### config.mk
export PLATFORM = sky130hd
export DESIGN_NAME = darkkey
export DESIGN_NICKNAME = d
export VERILOG_FILES = /design/src/rtl/darkkey_pkg.sv /design/src/rtl/darkkey_sync.sv /design/src/rtl/darkkey.sv
export SDC_FILE = /design/constraint.sdc
export NUM_CORES = 1
export LEC_CHECK = 0
export CORE_MARGIN = 10
export CORE_UTILIZATION = 40
export DETAILED_ROUTE_END_ITERATION = 7
export HOLD_SLACK_MARGIN = 0.15
export PLACE_DENSITY = 0.6
export SLEW_MARGIN = 20
export SYNTH_ARGS = -nofsm -noshare
export SYNTH_HDL_FRONTEND = slang
export SYNTH_SLANG_ARGS = --single-unit
### constraint.sdc
create_clock -name CLK -period 10.8 [get_ports CLK]
set_input_delay 1.08 -clock CLK [delete_from_list [all_inputs] [get_ports CLK]]
set_output_delay 1.08 -clock CLK [all_outputs]
set_load 0.01 [all_outputs]
### src/rtl/darkkey_pkg.sv
// Shared types and constants for the darkkey keypad scanner.
// Holds the FSM encoding, the column reset pattern and the key-code map.
package darkkey_pkg;

   typedef enum logic [1:0] {
      ST_SCAN    = 2'd0,
      ST_CONFIRM = 2'd1,
      ST_HELD    = 2'd2,
      ST_RELEASE = 2'd3
   } state_t;

   localparam logic [3:0] COL_RESET = 4'b1110;

   // Rows 0..2 of columns 0..2 form the 1..9 block; column 3 is A..D and row 3 is 0,F,E.
   function automatic logic [3:0] keymap(input logic [1:0] col, input logic [1:0] row);
      logic [3:0] code;
      if (col == 2'd3)
         code = 4'hA + {2'b00, row};
      else if (row == 2'd3)
         code = (col == 2'd0) ? 4'h0 : (col == 2'd1) ? 4'hF : 4'hE;
      else
         code = {2'b00, row} * 4'd3 + {2'b00, col} + 4'd1;
      return code;
   endfunction

endpackage

### src/rtl/darkkey_sync.sv
// Generic 2-flop synchronizer; flops come out of reset at 1 to match idle pulled-up inputs.
module darkkey_sync #(
   parameter int W = 1
) (
   input  logic         CLK,
   input  logic         RES,
   input  logic [W-1:0] d,
   output logic [W-1:0] q
);

   logic [W-1:0] meta;

   always_ff @(posedge CLK or negedge RES) begin
      if (!RES) begin
         meta <= '1;
         q    <= '1;
      end else begin
         meta <= d;
         q    <= meta;
      end
   end

endmodule

### src/rtl/darkkey.sv
// 4x4 hex keypad scanner with debounce, ready/ack key holding register and 8-digit entry shift register.
//
// state   | meaning
// SCAN    | rotating columns, waiting for any row low
// CONFIRM | column frozen, counting identical samples of a candidate key
// HELD    | key accepted, waiting for all rows high
// RELEASE | column frozen, counting release samples before resuming scan
module darkkey
   import darkkey_pkg::*;
#(
   parameter int SCAN_DIV  = 100000,
   parameter int DEB_SCANS = 4
) (
   input  logic        CLK,
   input  logic        RES,
   input  logic [3:0]  ROW,
   output logic [3:0]  COL,
   output logic [3:0]  KEY_CODE,
   output logic        KEY_RDY,
   output logic        KEY_OVF,
   input  logic        KEY_ACK,
   input  logic        CLR,
   output logic [31:0] DATA
);

   localparam int DIV_W = (SCAN_DIV > 2) ? $clog2(SCAN_DIV) : 1;
   localparam logic [DIV_W-1:0] DIV_LAST = DIV_W'(SCAN_DIV - 1);
   localparam logic [3:0]       DEB_LAST = 4'(DEB_SCANS);

   logic [DIV_W-1:0] div_cnt;
   logic             sample;
   logic [3:0]       row_sync;
   logic             any_low;
   logic [1:0]       row_idx;
   logic [1:0]       col_idx;
   logic [3:0]       code_now;
   logic [3:0]       code_q;
   logic             same_code;
   logic [3:0]       cnt;
   logic [3:0]       cnt_inc;
   state_t           state;
   state_t           state_nx;
   logic             advance;
   logic             accept;
   logic             cnt_load;
   logic             cnt_bump;
   logic             code_load;

   darkkey_sync #(.W(4)) u_row_sync (
      .CLK (CLK),
      .RES (RES),
      .d   (ROW),
      .q   (row_sync)
   );

   assign sample = (div_cnt == DIV_LAST);

   always_ff @(posedge CLK or negedge RES) begin
      if (!RES) div_cnt <= '0;
      else      div_cnt <= sample ? '0 : div_cnt + DIV_W'(1);
   end

   assign any_low = (row_sync != 4'hF);

   always_comb begin
      row_idx = 2'd3;
      if      (!row_sync[0]) row_idx = 2'd0;
      else if (!row_sync[1]) row_idx = 2'd1;
      else if (!row_sync[2]) row_idx = 2'd2;
   end

   always_comb begin
      case (COL)
         4'b1110: col_idx = 2'd0;
         4'b1101: col_idx = 2'd1;
         4'b1011: col_idx = 2'd2;
         default: col_idx = 2'd3;
      endcase
   end

   assign code_now  = keymap(col_idx, row_idx);
   assign same_code = (code_now == code_q);
   assign cnt_inc   = cnt + 4'd1;

   always_ff @(posedge CLK or negedge RES) begin
      if (!RES) state <= ST_SCAN;
      else      state <= state_nx;
   end

   always_comb begin
      state_nx = state;
      if (sample) begin
         case (state)
            ST_SCAN:
               if (any_low) state_nx = ST_CONFIRM;
            ST_CONFIRM:
               if (!(any_low && same_code)) state_nx = ST_SCAN;
               else if (cnt_inc == DEB_LAST) state_nx = ST_HELD;
            ST_HELD:
               if (!any_low) state_nx = ST_RELEASE;
            ST_RELEASE:
               if (any_low) state_nx = ST_HELD;
               else if (cnt_inc == DEB_LAST) state_nx = ST_SCAN;
            default:
               state_nx = ST_SCAN;
         endcase
      end
   end

   always_comb begin
      advance   = 1'b0;
      accept    = 1'b0;
      cnt_load  = 1'b0;
      cnt_bump  = 1'b0;
      code_load = 1'b0;
      if (sample) begin
         case (state)
            ST_SCAN:
               if (any_low) begin
                  code_load = 1'b1;
                  cnt_load  = 1'b1;
               end else begin
                  advance = 1'b1;
               end
            ST_CONFIRM:
               if (any_low && same_code) begin
                  cnt_bump = 1'b1;
                  accept   = (cnt_inc == DEB_LAST);
               end else begin
                  advance = 1'b1;
               end
            ST_HELD:
               cnt_load = !any_low;
            ST_RELEASE:
               if (!any_low) begin
                  cnt_bump = 1'b1;
                  advance  = (cnt_inc == DEB_LAST);
               end
            default: ;
         endcase
      end
   end

   always_ff @(posedge CLK or negedge RES) begin
      if (!RES) begin
         COL    <= COL_RESET;
         cnt    <= 4'd0;
         code_q <= 4'd0;
      end else begin
         if (advance)        COL    <= {COL[2:0], COL[3]};
         if (cnt_load)       cnt    <= 4'd1;
         else if (cnt_bump)  cnt    <= cnt_inc;
         if (code_load)      code_q <= code_now;
      end
   end

   // An accept beats a same-cycle ACK; the ACK only suppresses the overflow flag.
   always_ff @(posedge CLK or negedge RES) begin
      if (!RES) begin
         KEY_CODE <= 4'd0;
         KEY_RDY  <= 1'b0;
         KEY_OVF  <= 1'b0;
         DATA     <= 32'd0;
      end else begin
         if (accept) begin
            KEY_CODE <= code_q;
            KEY_RDY  <= 1'b1;
            KEY_OVF  <= KEY_ACK ? 1'b0 : (KEY_OVF | KEY_RDY);
         end else if (KEY_ACK) begin
            KEY_RDY  <= 1'b0;
            KEY_OVF  <= 1'b0;
         end
         if (accept)   DATA <= {(CLR ? 28'd0 : DATA[27:0]), code_q};
         else if (CLR) DATA <= 32'd0;
      end
   end

endmodule

==> out/qor.txt, run 1 <==
outcome: completed
Required @ worst endpoint: 11.02 ns
Adder-Cell Fraction of Synth Area: 3.296%
Worst Hold Class: flip-flop to flip-flop
Hold Violations, Final: 0
mapped cell area: 3492 µm²
final wirelength: 6728 µm
post-synthesis sequential area ratio: 55.57%
DP Area: 4069 µm²
Num CTS Buffers: 9
CP Launch Type: flip-flop
port bufs: 49
Residual DRC: 0
Clock Tree Buf Depth: 2
vias in the first global route: 2376
CP arrival: 4.23 ns
critical path class: flip-flop to flip-flop
first-pass GRT wire length: 11760 µm
reg2reg end: DATA[3]
worst flop-to-flop path startpoint: COL[1]
CP cell instances: xor2_1, nand3_1, fa_1, ha_1, a21o_1, a211oi_1, o21a_1, xor2_1, nand4_1, nor4_4, buf_4, nor2_1, a22o_1
fraction of synthesized area in multiplexers: 12.40%
Detail Route Antenna Nets: 0
Rows: 34
Slew @ Worst Pin: 1.022 ns
most common cell after layout, fill and taps aside: dfrtp_1
simple-gate share of the synthesized area: 14.19%
final cell count without fillers: 471
Vias: 2348
P per Cell Area: 121.3 nW/µm²
FF+latch count, synth: 77
Die X: 113.4 µm
Peak Freq: 249.8 MHz
Final setup viols: 0
vias per inst: 4.985
Mapped Avg Cell Area: 11.34 µm²
ys flop type: dfrtp_1
Static Leak: 1.829 nW
Synth Area in Compound Gates: 6.449%
TritonCTS clock tree: done
hold_buf cts: 0
number of synthesized flops with an enable pin: 0
Worst Hold End: u_row_sync.q[2]
post-layout minimum cycle time: 4.004 ns
max incr delay on CP: 0.58 ns
WL per Instance: 14.28 µm
die area: 12870 µm²
post-detail-place hpwl: 4821 µm
DR iter-0 viols: 124
share of synthesized registers carrying an async set or reset: 100.0%
antenna violations before repair: 0
ANT cells: 0
Min Hold Slack: 0.3567 ns
fin nets: 374
Clk pin slew, worst setup/hold paths: 0.07 ns
Synth Net Count: 324
DP Cell Count: 455
clk_skew: 0.009574 ns
Yosys warnings: 0
post-route total power: 517.5 µW
hold depth: 0
initial core utilization: 40.64%
Resized cells post-CTS: 0
final instance area: 4265 µm²
Worst Setup End Kind: flip-flop
commonest non-fill, non-tap cells in the layout: 66 x dfrtp_1, 50 x nor2_1, 48 x clkdlybuf4s50_1
reg2reg setup slack: 6.80 ns
Clk Latency, worst-skew pair: 0.34 ns
drt pass-1 iters: 4
TritonCTS Sinks: 77
H-tree levels: 3
Placeable Area: 8593 µm²
hold_sp: u_row_sync.meta[2]
worst reg-to-reg path cell count: 13
I/O pins: 50
CP max-delay cell: dfstp_2
Pins Over Slew Limit: 0
CTS root buf: clkbuf_8
P&R area growth vs syn: 22.14%
postcts setup bufs: 0
GRT overflow: 0
Placer Congestion: 0.8310
unique cell type count in the Yosys netlist: 40
final setup TNS: 0 ns
Final Cycle Share: 37.07%
largest fanout on the critical path: 39
die span in y: 113.4 µm
VDD IR max: 0.05682 mV
share of layout cells above drive strength 1: 11.85%
largest net degree at the start of global routing: 78
most used cell, CP: xor2_1
xor/xnor cell area share of the yosys netlist: 5.518%
GRT Total Usage: 11.05%
Gate Count Post-Synth: 308
Slew headroom: 31.63%
unrepaired setup endpoints after global routing: false
largest family of logic cells by synthesized area: simple AND/OR/NAND/NOR gates
max-cap viol count: 0
==> report_power, final <==
part           switching [mW]  internal [mW]  leakage [nW]  total, mW
Combinational          0.0124        0.00611         0.701     0.0185
Sequential           0.000542          0.291          1.02      0.291
Clock                  0.0980          0.110         0.105      0.207
==> per-stage QoR <==
step | worst slack [ns] | util [%]
4_1_cts | 6.757 | 49.64
3_5_place_dp | 6.771 | 47.35
5_1_grt | 6.469 | 49.64
3_3_place_gp | 6.879 | 47.35
2_1_floorplan | 7.240 | -
6_report | 6.796 | 49.64
==> routing by layer <==
layer	global-route usage, %	wire length (µm)	up-vias	part of all wire, %
met1	14.70	3175	1122	47
met4	4.315	99	0	1.5
met3	3.675	398	10	5.9
li1	-	-	1168	-
met2	16.28	3053	48	45
met5	0	0	-	0
==> worst max-delay path, delay by kind of cell, from the launching register on <==
kind | cells | cell delay, ns
buf+inv | 1 | 0.52
compound gates | 4 | 0.82
simple gates | 4 | 0.80
flops | 1 | 0.58
xor+xnor | 2 | 0.33
fa+ha+maj | 2 | 0.82
==> sequential cells by signal, indices dropped and copies added, names as in the netlist <==
register	cells
DATA	32
div_cnt	17
COL	4
KEY_CODE	4
cnt	4
code_q	4
u_row_sync.meta	4
u_row_sync.q	4
state	2
KEY_OVF	1
KEY_RDY	1
==> cell usage after synthesis, drive strengths merged (3+ instances only) <==
cell	count	area [µm²]
nand4	4	25.02
buf	5	43.79
xor2	12	105.1
nand2	19	71.32
a22o	6	52.55
nand3	12	60.06
clkbuf	6	23.77
o21ai	11	55.05
nor3	5	25.02
inv	6	22.52
or3	5	31.28
xnor2	10	87.58
ha	6	75.07
dfstp	11	289.0
nor2b	3	18.77
mux2i	32	320.3
nor2	50	187.7
mux2	10	112.6
dfrtp	66	1652
a21oi	5	25.02
and3	3	18.77
and2	3	18.77
==> area by class of cell <==
| cell class | instances | area (µm²) |
|---|---|---|
| clock inverters | 3 | 16.27 |
| clock buffers | 13 | 180.2 |
| well taps | 108 | 135.1 |
| flip-flops and latches | 77 | 1941 |
| inverters | 6 | 22.52 |
| fillers | 777 | 4328 |
| multi-input cells | 214 | 1475 |
| repair buffers | 50 | 495.5 |
==> cells by family (layout without fill, tap and decap cells) <==
| group | count (synthesis) | count (layout) |
|---|---|---|
| compound gates | 34 | 34 |
| mux | 42 | 42 |
| flops | 77 | 77 |
| xor+xnor | 22 | 22 |
| buf+inv | 17 | 72 |
| simple gates | 108 | 108 |
| fa+ha+maj | 8 | 8 |
==> how the worst max path moves through the flow <==
stage / start / endpoint / slack (ns) / cells after the start
5_1_grt: COL[1] / DATA[3] / 6.47 / 13
2_1_floorplan: COL[1] / DATA[18] / 7.24 / 14
3_5_place_dp: COL[1] / DATA[3] / 6.77 / 13
6_report: COL[1] / DATA[3] / 6.80 / 13
3_3_place_gp: COL[1] / DATA[2] / 6.88 / 13
4_1_cts: COL[1] / DATA[3] / 6.76 / 13
(Power assumes the default switching activity.)
==> run 2: changes to the inputs <==
- PLACE_DENSITY: 0.6 -> 0.62
- clock period: 10.8 -> 3.5 ns (I/O delays scaled with it)
==> run 2 against run 1 <==
Effect of this change:
- the run now ends with setup timing left
- register-to-register slack got worse by 6.8 ns
- die area did not move
- design area rose by 7.3%
- critical path depth fell by 1
- non-clock buffer count rose by 21
- clock-buffer cell count fell by 3
==> out/qor.txt, run 2 (synthesis results as in run 1) <==
max-cap viol count: 0 (unchanged)
post-detail-place hpwl: 4755 µm (-1.4%)
Top Layer Used: met4
Metal-1 WL: 3475 µm (+9.4%)
max reg flops: 32 (unchanged)
Seq. cell area: 1941 µm² (unchanged)
Hold Violations, Final: 0 (unchanged)
Detail Route Antenna Nets: 0 (unchanged)
Placer Congestion: 0.8060 (-3.0%)
TritonCTS clock tree: done
Die X: 113.4 µm (unchanged)
Residual DRC: 0 (unchanged)
final worst slack: -0.04588 ns (-6.842 ns)
GRT Total Usage: 10.90% (-0.15 points)
failing checks: setup timing
fin nets: 395 (+5.6%)
port bufs: 49 (unchanged)
most common cell after layout, fill and taps aside: dfrtp_1
ANT cells: 0 (unchanged)
P per Cell Area: 360.1 nW/µm² (+200%)
VDD IR max: 0.1860 mV (+230%)
DR iter-0 viols: 89 (-28%)
H-tree levels: 3 (unchanged)
Top Registers: DATA (32), div_cnt (17)
die span in y: 113.4 µm (unchanged)
outcome: finished, violations left
clk_skew: 0.01012 ns (+0.0005458 ns)
TritonCTS Sinks: 77 (unchanged)
Final setup viols: 27 (+27)
Pins Over Slew Limit: 0 (unchanged)
Fillers: 771 (-0.77%)
Rows: 34 (unchanged)
Slew headroom: 36.75% (+5.1 points)
Final Cycle Share: 101.3% (+64 points)
CP arrival: 3.77 ns (-0.46 ns)
Peak Freq: 282.0 MHz (+13%)
initial core utilization: 40.64% (unchanged)
vias in the first global route: 2409 (+1.4%)
area of the multi-input gates: 1535 µm² (+4.1%)
post-layout minimum cycle time: 3.546 ns (-0.4581 ns)
antenna violations before repair: 0 (unchanged)
WL per Instance: 14.55 µm (+1.9%)
first-pass GRT wire length: 11910 µm (+1.3%)
CP Launch Type: flip-flop
final instance area: 4576 µm² (+7.3%)
met2 WL post-DR: 3221 µm (+5.5%)
commonest non-fill, non-tap cells in the layout: 66 x dfrtp_1, 49 x nor2_1, 48 x clkdlybuf4s50_1
largest reg by FF count: DATA
Static Leak: 1.959 nW (+7.1%)
Min Hold Slack: 0.1355 ns (-0.2212 ns)
Placeable Area: 8593 µm² (unchanged)
unrepaired setup endpoints after global routing: true
Slew @ Worst Pin: 0.9487 ns (-0.07357 ns)
Required @ worst endpoint: 3.72 ns (-7.30 ns)
final wirelength: 7158 µm (+6.4%)
die area: 12870 µm² (unchanged)
DP Area: 4167 µm² (+2.4%)
Worst Setup End Kind: flip-flop
hold_buf cts: 0 (unchanged)
largest net degree at the start of global routing: 78 (unchanged)
GRT overflow: 0 (unchanged)
Num CTS Buffers: 9 (unchanged)
Worst Hold Class: input port to asynchronous set/reset pin
Clk pin slew, worst setup/hold paths: 0.09 ns (+0.02 ns)
Vias: 2478 (+5.5%)
largest fanout on the critical path: 6 (-85%)
P&R area growth vs syn: 31.03%
Clk Latency, worst-skew pair: 0.33 ns (about the same)
vias per inst: 5.037 (+1.0%)
drt pass-1 iters: 4 (unchanged)
met3 wire length: 383 µm (-3.8%)
CTS root buf: clkbuf_8
I/O pins: 50 (unchanged)
critical path class: flip-flop to flip-flop
share of layout cells above drive strength 1: 19.01% (+7.2 points)
Clock Tree Buf Depth: 2 (unchanged)
-- run 2: changes by cell type in the layout (fill, tap and decap cells not counted), moves of 2 or more --
| cell | delta |
|---|---|
| buf_4 | +14 |
| clkinvlp_4 | +2 |
| clkinv_2 | -2 |
| o21ai_0 | -2 |
| mux2i_1 | -2 |
| clkinv_4 | +2 |
| buf_6 | +2 |
| mux2_2 | -2 |
| mux2_4 | +2 |
| mux2i_2 | +2 |
| clkbuf_16 | +2 |
-- run 2: critical path, cell delays in order, from the launching register on --
cell and delay [ns]:
dfstp_2 0.55, xor2_2 0.18, nand3_2 0.10, fa_1 0.51
fa_1 0.52, o32ai_1 0.08, mux2i_1 0.22, xnor2_1 0.15
nand4_1 0.21, nor4_4 0.27, buf_6 0.19, buf_8 0.13
mux2_2 0.32
-- run 2: metal layers --
metal	track usage [%]	vias up
li1	-	1206
met1	15.11	1216
met2	15.28	50
met3	3.622	6
met4	4.315	0
met5	0	-
-- run 2: stage by stage --
stage	worst slack, ns	instances	util, %	power [mW]	TNS [ns]
after floorplan	0.01369	308	-	0.9435	0
after global placement	-0.05423	467	48.49	0.9788	-0.7149
after detailed placement	-0.1231	467	48.49	0.9796	-1.078
after CTS	-0.01323	483	51.02	1.671	-0.06387
after global routing	-0.2634	492	53.25	1.721	-9.605
final	-0.04588	492	53.25	1.648	-0.4197
-- run 2: where the power goes --
part,total [mW],internal (mW),switching [mW]
registers,0.899,0.897,0.00172
logic,0.0674,0.0252,0.0422
clock network,0.681,0.354,0.327
-- run 2: path summary, 6_finish.rpt --
check                      cells past startpoint               to                from  slack (ns)
setup / recovery                              12      KEY_CODE[1]              COL[1]       -0.05
hold / removal                                 1          KEY_RDY                 RES        0.14
setup reg to reg                              12      KEY_CODE[1]              COL[1]       -0.05
hold reg to reg                                0  u_row_sync.q[1]  u_row_sync.meta[1]        0.36
max in group asynchronous                      1           COL[0]                 RES        2.73
min in group CLK                               0  u_row_sync.q[1]  u_row_sync.meta[1]        0.36
-- run 2: cell type report --
| cell class | count | area share, % |
|---|---|---|
| Sequential cell | 77 | 42.41 |
| Multi-Input combinational cell | 214 | 33.55 |
| Timing Repair Buffer | 71 | 16.02 |
| Clock buffer | 10 | 3.008 |
| Tap cell | 108 | 2.953 |
| Clock inverter | 6 | 1.559 |
| Inverter | 6 | 0.4922 |
-- run 2: repair_timing --
action / 4_1_cts / 5_1_grt
endpoints found under the setup margin: 41 / 48
gates cloned: 0 / 4
gates resized for setup: 3 / 15
buffers inserted: 0 / 5
pin swaps: 10 / 19
